<file path="src/rtl/u_bam_seq_mult.sv">
// Sequential shift-add broken-array multiplier: one partial-product row per cycle, cut by H_CUT/V_CUT.
// Optional BAM_EXACT_MODE_EN lets a captured exact_i bypass both cuts for that operation.
module u_bam_seq_mult #(
  parameter int N     = 8,
  parameter int H_CUT = 0,
  parameter int V_CUT = 10
) (
  input  logic           clk,
  input  logic           rst_n,
  input  logic [N-1:0]   a,
  input  logic [N-1:0]   b,
  input  logic           exact_i,
  input  logic           in_valid,
  output logic           in_ready,
  output logic [2*N-1:0] p_o,
  output logic           out_valid,
  input  logic           out_ready
);

  localparam int CW = (N > 1) ? $clog2(N) : 1;

  typedef enum logic [1:0] {
    IDLE = 2'd0,
    BUSY = 2'd1,
    DONE = 2'd2
  } state_t;

  state_t           state_q;
  logic [CW-1:0]    cnt_q;
  logic [N-1:0]     a_q;
  logic [N-1:0]     b_q;
  logic [2*N-1:0]   p_q;
  logic [2*N-1:0]   p_d;
  logic             in_ready_q;
  logic             out_valid_q;
  logic [N-1:0]     colmask;
  logic             row_en;
  logic [2*N-1:0]   row_term;

`ifdef BAM_EXACT_MODE_EN
  logic             exact_q;
`else
  logic             unused_exact;
  assign unused_exact = exact_i;
`endif

  assign in_ready  = in_ready_q;
  assign out_valid = out_valid_q;
  assign p_o       = p_q;

  // Row j = cnt_q keeps only columns i+j >= V_CUT, and only if j >= H_CUT.
  always_comb begin
    colmask = '0;
    for (int i = 0; i < N; i++) begin
      colmask[i] = ((i + int'(cnt_q)) >= V_CUT);
    end
    row_en = b_q[cnt_q] && (int'(cnt_q) >= H_CUT);
`ifdef BAM_EXACT_MODE_EN
    if (exact_q) begin
      colmask = '1;
      row_en  = b_q[cnt_q];
    end
`endif
    row_term = {{N{1'b0}}, (a_q & colmask)} << cnt_q;
    p_d      = row_en ? (p_q + row_term) : p_q;
  end

  always_ff @(posedge clk or negedge rst_n) begin
    if (!rst_n) begin
      state_q     <= IDLE;
      cnt_q       <= '0;
      a_q         <= '0;
      b_q         <= '0;
      p_q         <= '0;
      in_ready_q  <= 1'b1;
      out_valid_q <= 1'b0;
`ifdef BAM_EXACT_MODE_EN
      exact_q     <= 1'b0;
`endif
    end else begin
      case (state_q)
        IDLE: begin
          if (in_valid) begin
            a_q        <= a;
            b_q        <= b;
            p_q        <= '0;
            cnt_q      <= '0;
            state_q    <= BUSY;
            in_ready_q <= 1'b0;
`ifdef BAM_EXACT_MODE_EN
            exact_q    <= exact_i;
`endif
          end
        end
        BUSY: begin
          p_q <= p_d;
          if (cnt_q == CW'(N - 1)) begin
            state_q     <= DONE;
            out_valid_q <= 1'b1;
          end else begin
            cnt_q <= cnt_q + CW'(1);
          end
        end
        DONE: begin
          if (out_ready) begin
            state_q     <= IDLE;
            out_valid_q <= 1'b0;
            in_ready_q  <= 1'b1;
          end
        end
        default: begin
          state_q     <= IDLE;
          out_valid_q <= 1'b0;
          in_ready_q  <= 1'b1;
        end
      endcase
    end
  end

endmodule

</file>
<file path="config.mk">
export PLATFORM = sky130hd
export DESIGN_NAME = u_bam_seq_mult
export DESIGN_NICKNAME = d
export VERILOG_FILES = /design/src/rtl/u_bam_seq_mult.sv
export SDC_FILE = /design/constraint.sdc
export NUM_CORES = 1
export LEC_CHECK = 0
export CORE_UTILIZATION = 49
export DETAILED_ROUTE_END_ITERATION = 16
export MAX_ROUTING_LAYER = met4
export PLACE_DENSITY = 0.8
export SETUP_SLACK_MARGIN = 0.2
export SLEW_MARGIN = 0
export SYNTH_ARGS = -nofsm -noshare
export SYNTH_HDL_FRONTEND = slang
export SYNTH_SLANG_ARGS = --single-unit
</file>
<file path="constraint.sdc">
create_clock -name clk -period 3.9 [get_ports clk]
set_clock_uncertainty 0.05 [all_clocks]
set_input_delay 0.585 -clock clk [delete_from_list [all_inputs] [get_ports clk]]
set_output_delay 0.585 -clock clk [all_outputs]
set_load 0.02 [all_outputs]
</file>
==> results of run 1 <==
## layer usage
layer  share of wire, %  GRT usage (%)  up-vias
met5                  0              -        -
met4                1.6          10.27        0
met3                4.4          3.481       10
met2                 50          38.34       54
met1                 44          27.99     1050
li1                   -              -     1140
## flip-flops by register name, summed over array words and instances, names as in the netlist
signal     flops
p_o           15
b_q            8
a_q            7
cnt_q          3
state_q        2
in_ready       1
out_valid      1
## logic make-up (layout without fill, tap and decap cells)
group | after synthesis | in the layout
AOI/OAI and AO/OA | 83 | 83
xor gates and xnor gates | 13 | 13
adders and majority gates | 28 | 28
buffers and inverters | 23 | 64
DFF | 37 | 37
muxes | 5 | 5
other | 1 | 2
and+or+nand+nor | 111 | 111
## through the flow
stage	hold slack (ns)	cells
after global routing	0.3992	413
after CTS	0.3654	410
after detailed placement	0.4081	402
after global placement	0.4001	402
final	0.3218	413
after floorplan	0.2394	302
## worst max-delay path, stage by stage (launching register included)
cell and delay (ns):
dfrtp_1 0.43, ha_1 0.22, ha_1 0.32, nand2_1 0.07
o21bai_1 0.26, a31oi_2 0.18, mux2_2 0.31, o22ai_1 0.17
ha_2 0.32, and3_1 0.18, a221oi_4 0.32, o21bai_2 0.14
a221oi_2 0.31, o211ai_1 0.12, o31ai_1 0.08
## area by class of cell
class / instances / share of cell area, %
clock inverter: 3 / 1.435
timing repair buffer: 46 / 13.27
multi-input combinational: 242 / 50.54
tap: 70 / 2.715
inverter: 10 / 1.164
clock buffer: 5 / 2.133
sequential: 37 / 28.74
## what timing repair did
item / CTS / global route
pin swaps: 0 / 5
resized for setup: 4 / 6
hold endpoints to repair: 0 / 0
buffers inserted: 0 / 3
hold buffers: 0 / 0
endpoints found under the setup margin: 1 / 5
## layout by cell type, fill, tap and decap left out, types with 6 or more instances in the layout
master | synthesis | layout
xnor2_1 | 6 | 6
nor2_1 | 11 | 11
a31oi_1 | 7 | 6
nand2_1 | 74 | 74
ha_1 | 27 | 26
clkdlybuf4s50_1 | 0 | 34
nand3_1 | 6 | 6
inv_1 | 9 | 8
buf_4 | 1 | 11
dfrtp_1 | 36 | 36
o21ai_0 | 23 | 21
o31ai_1 | 8 | 8
xor2_1 | 7 | 6
a21oi_1 | 16 | 16
## worst max path at each step
| stage | startpoint | to | cells past startpoint |
|---|---|---|---|
| after floorplan | cnt_q[1] | p_o[15] | 15 |
| after global placement | cnt_q[0] | p_o[15] | 14 |
| after detailed placement | cnt_q[0] | p_o[15] | 14 |
| after CTS | cnt_q[0] | p_o[15] | 14 |
| after global routing | cnt_q[0] | p_o[13] | 14 |
| final | cnt_q[0] | p_o[15] | 14 |
## where the power goes
group	switching (mW)	internal (mW)
combinational	0.867	0.586
sequential	0.115	0.538
clock	0.151	0.191
total	1.13	1.32
==> results_dict.tcl, run 1 <==
set metrics [dict create \
    status "finished, final reports clean" \
    numCtsBuffers 5 \
    fillCellCount 430 \
    r2r_cells 14 \
    grt_pass1_vias 2129 \
    setup_ws_ns 0.3517 \
    min_path_type "input port to async pin" \
    place_area_sq_um 3044 \
    drv_slew 0 \
    total_leakage_power_nw 1.509 \
    synth_cells 301 \
    worst_pin_slew_ns 0.8174 \
    yosysTopAreaCell "dfrtp_1" \
    reg2reg_from "cnt_q[0]" \
    post_drt_wl_per_cell_microns 13.99 \
    initial_core_util_pct 51.10 \
    fp.dieW_microns 74.99 \
    io_buffers 35 \
    tns_ns 0 \
    peakVddDrop_mv 0.3326 \
    cp.required_ns 4.06 \
    setup_violations 0 \
    grt_max_degree 38 \
    path_class "flop to flop" \
    synthMuxAreaShare_pct 3.260 \
    seq_area_frac_synth_pct 35.52 \
    multiInputGateArea_sq_um 1630 \
    dieArea_sq_um 5623 \
    clock-root-buffer "clkbuf_8" \
    yosysTopAreaCellShare_pct 34.52 \
    final.min_clock_period_ns 3.548 \
    synth_common_cells "nand2_1 (74), dfrtp_1 (36), ha_1 (27)" \
    post-route-period-util_pct 90.98 \
    clock-sinks 37 \
    firstDrtPassIters 5 \
    drive_above_1_share_pct 10.20 \
    core_area_sq_um 5107 \
    synth_cell_type_count 47 \
    overflow 0 \
    dpl.hpwl_mm 4.178 \
    drt_iter0_drc 110 \
    syn-cell-area_sq_um 2610 \
    slew_headroom_pct 45.51 \
    fp-row-count 26 \
    antenna_found_initial 0 \
    maxCapViolations 0 \
    yosys_warnings 0 \
    clkLatencyLatePin_ns 0.30 \
    yosys.area_share.adder_pct 13.71 \
    pre_cts_slack_ns 0.1352 \
    ys_ff_latch 37 \
    via_per_inst 5.458 \
    ios 39 \
    yosys.area_share.simple_pct 18.31 \
    postLayoutCellArea_sq_um 3226 \
    synth.most_common_cell "nand2_1" \
    cp_max_fo 4 \
    nNetsFinal 391 \
    powerDensity_nw_per_um2 759.0 \
    r2r-end "p_o[15]" \
    r2r_setup_slack_ns 0.35 \
    ys_async_sr_fraction_pct 100.0 \
    max_freq_mhz 281.8 \
    post-route-util_pct 63.16 \
    synth_top_family_by_area "compound AO/OA/AOI/OAI gates" \
    final_antenna_net_count 0 \
    cts_tree "yes" \
    p_total_mw 2.448 \
    synth_xor_area_share_pct 4.362 \
    syn_area_per_cell_sq_um 8.671 \
    seqCellArea_sq_um 927.1 \
    diodes 0 \
    dieHeight_microns 74.99 \
    cts_max_path_buffers 2 \
    synth_ff_type "dfrtp_1" \
    syn_to_final_growth_pct 23.59 \
    critPathCaptureType "flop" \
    critPathLaunchType "flop" \
    rsz0062_at_grt "yes" \
    crit_arrival_ns 3.71 \
    routabilityCongestion 0.9092 \
    grt_usage_pct 23.17 \
    num_vias 2254 \
    hold_viol 0 \
    clkTransAtPathRegs_ns 0.08 \
    synth_edf_count 0 \
    h-tree-depth 2 \
    synth-compound-area-share_pct 20.85 \
    synth.area.top_cells "dfrtp_1 (35%), ha_1 (13%), nand2_1 (11%)" \
    finalWirelength_mm 5.777 \
    grt_pass1_wl_mm 9.404 \
    drcViolationCount 0 \
]
Power figures use the tool's default switching activity.
==> run 2, diff against run 1 <==
--- a/config.mk
+++ b/config.mk
@@ -5,10 +5,11 @@
 export SDC_FILE = /design/constraint.sdc
 export NUM_CORES = 1
 export LEC_CHECK = 0
-export CORE_UTILIZATION = 49
+export CORE_UTILIZATION = 34
+export CTS_BUF_LIST = sky130_fd_sc_hd__clkbuf_16
 export DETAILED_ROUTE_END_ITERATION = 16
 export MAX_ROUTING_LAYER = met4
-export PLACE_DENSITY = 0.8
+export PLACE_DENSITY = 0.57
 export SETUP_SLACK_MARGIN = 0.2
 export SLEW_MARGIN = 0
 export SYNTH_ARGS = -nofsm -noshare
==> run 2 against run 1 <==
- sequential power is 2% higher
- global-route usage is 6.4 points lower
- setup slack worse by 0.0047 ns
==> results_dict.tcl, run 2 (same netlist as run 1, synthesis figures left out) <==
set metrics [dict create \
    status "finished, final reports clean" \
    finalNonFillerCells 445 \
    grt_max_degree 38 \
    final_antenna_net_count 0 \
    grt_pass1_wl_mm 9.998 \
    max_freq_mhz 281.5 \
    drive_above_1_share_pct 11.27 \
    place_inst 434 \
    setup_ws_ns 0.3470 \
    antenna_found_initial 0 \
    clkTransAtPathRegs_ns 0.06 \
    initial_core_util_pct 35.60 \
    post-route-util_pct 45.06 \
    clkLatencyLatePin_ns 0.28 \
    worst_pin_slew_ns 0.8226 \
    cp_max_fo 9 \
    diodes 0 \
    fillCellCount 744 \
    via_per_inst 5.002 \
    clock-root-buffer "clkbuf_16" \
    hold_viol 0 \
    maxCapViolations 0 \
    powerDensity_nw_per_um2 756.7 \
    setup_violations 0 \
    cts_tree "yes" \
    io_buffers 35 \
    cpMaxStageDelayCell "dfrtp_1" \
    dpl.hpwl_mm 4.362 \
    drv_slew 0 \
    final_cell_mix "nand2_1 (74), dfrtp_1 (35), clkdlybuf4s50_1 (34)" \
    num_vias 2226 \
    critPathCaptureType "flop" \
    r2r_cells 16 \
    critPathLaunchType "flop" \
    dieHeight_microns 89.62 \
    post-route-period-util_pct 91.10 \
    postCtsHoldBufs 0 \
    postLayoutCellArea_sq_um 3303 \
    reg2reg_from "cnt_q[1]" \
    finalWirelength_mm 5.924 \
    rsz0062_at_grt "yes" \
    drt_iter0_drc 92 \
    drcViolationCount 0 \
    ios 39 \
    total_leakage_power_nw 1.547 \
    post_drt_wl_per_cell_microns 13.31 \
    slew_headroom_pct 45.16 \
    cp.required_ns 4.04 \
    largest_reg_flops 15 \
    grt_pass1_vias 2114 \
    path_cells "inv_2, buf_4, ha_1, inv_1, and3_1, o311a_1, a31oi_2, mux2_2, o22ai_1, ha_1, buf_4, a221oi_2, o21bai_2, a221oi_2, o211ai_1, o31ai_1" \
    layout_commonest_cell "nand2_1" \
    tns_ns 0 \
    whs_ns 0.3530 \
    final.min_clock_period_ns 3.553 \
    r2r-end "p_o[15]" \
    overflow 0 \
    fp.dieW_microns 89.62 \
    cts_max_path_buffers 2 \
    h-tree-depth 2 \
    path_class "flop to flop" \
    place_area_sq_um 3103 \
    crit_arrival_ns 3.69 \
    pre_cts_slack_ns 0.1372 \
    r2r_setup_slack_ns 0.35 \
    dieArea_sq_um 8031 \
    p_total_mw 2.500 \
    syn_to_final_growth_pct 26.56 \
    routabilityCongestion 0.8338 \
    numCtsBuffers 5 \
    min_path_type "input port to async pin" \
    grt_usage_pct 16.78 \
    peakVddDrop_mv 0.2787 \
    max_stage_delay_ns 0.42 \
    nNetsFinal 394 \
    core_area_sq_um 7331 \
    clock-sinks 37 \
    firstDrtPassIters 4 \
    fp-row-count 31 \
]
[run 2: worst max path at each step]
stage,from,endpoint,slack (ns),cells past startpoint
6_report,cnt_q[1],p_o[15],0.35,16
5_1_grt,cnt_q[0],p_o[15],0.16,16
4_1_cts,cnt_q[1],p_o[15],0.25,16
3_5_place_dp,cnt_q[2],p_o[15],0.14,15
3_3_place_gp,cnt_q[2],p_o[15],0.19,15
2_1_floorplan,cnt_q[1],p_o[15],0.29,15
[run 2: metal layers]
layer | track usage, % | wire length, microns | up-vias
met5 | - | 0 | -
met4 | 3.463 | 26 | 0
met3 | 3.016 | 176 | 2
met2 | 27.75 | 2905 | 38
met1 | 21.51 | 2816 | 1043
li1 | - | - | 1143
[run 2: final cells by class]
type | count | area, sq um | area share [%]
Multi-Input combinational cell | 242 | 1624 | 49.17
Timing Repair Buffer | 49 | 450.4 | 13.64
Clock inverter | 3 | 13.76 | 0.4167
Tap cell | 99 | 123.9 | 3.750
Sequential cell | 37 | 928.4 | 28.11
Clock buffer | 5 | 125.1 | 3.788
Inverter | 10 | 37.54 | 1.136
[run 2: critical path, delay by kind of cell (launching register included)]
| family | cells | cell delay [ns] |
|---|---|---|
| AOI/OAI and AO/OA | 8 | 1.63 |
| and+or+nand+nor | 1 | 0.15 |
| DFF | 1 | 0.42 |
| muxes | 1 | 0.22 |
| adders and majority gates | 2 | 0.52 |
| buffers and inverters | 4 | 0.46 |
[run 2: report_power, final]
part | switching (mW) | leakage [nW] | total, mW | internal [mW]
combinational | 0.850 | 1.00 | 1.45 | 0.602
sequential | 0.124 | 0.468 | 0.664 | 0.540
clock | 0.151 | 0.0748 | 0.383 | 0.232
[run 2: what timing repair did]
action | in CTS | in global routing
setup endpoints to repair | 1 | 6
pin swaps | 0 | 5
setup buffers | 0 | 3
gates resized for setup | 2 | 10
==> run 3, diff against run 2 <==
--- a/config.mk
+++ b/config.mk
@@ -7,6 +7,7 @@
 export LEC_CHECK = 0
 export CORE_UTILIZATION = 34
 export CTS_BUF_LIST = sky130_fd_sc_hd__clkbuf_16
+export CTS_CLUSTER_SIZE = 10
 export DETAILED_ROUTE_END_ITERATION = 16
 export MAX_ROUTING_LAYER = met4
 export PLACE_DENSITY = 0.57
==> results of run 3 <==
No change in the layout: final DEF, timing and power equal those of run 2.
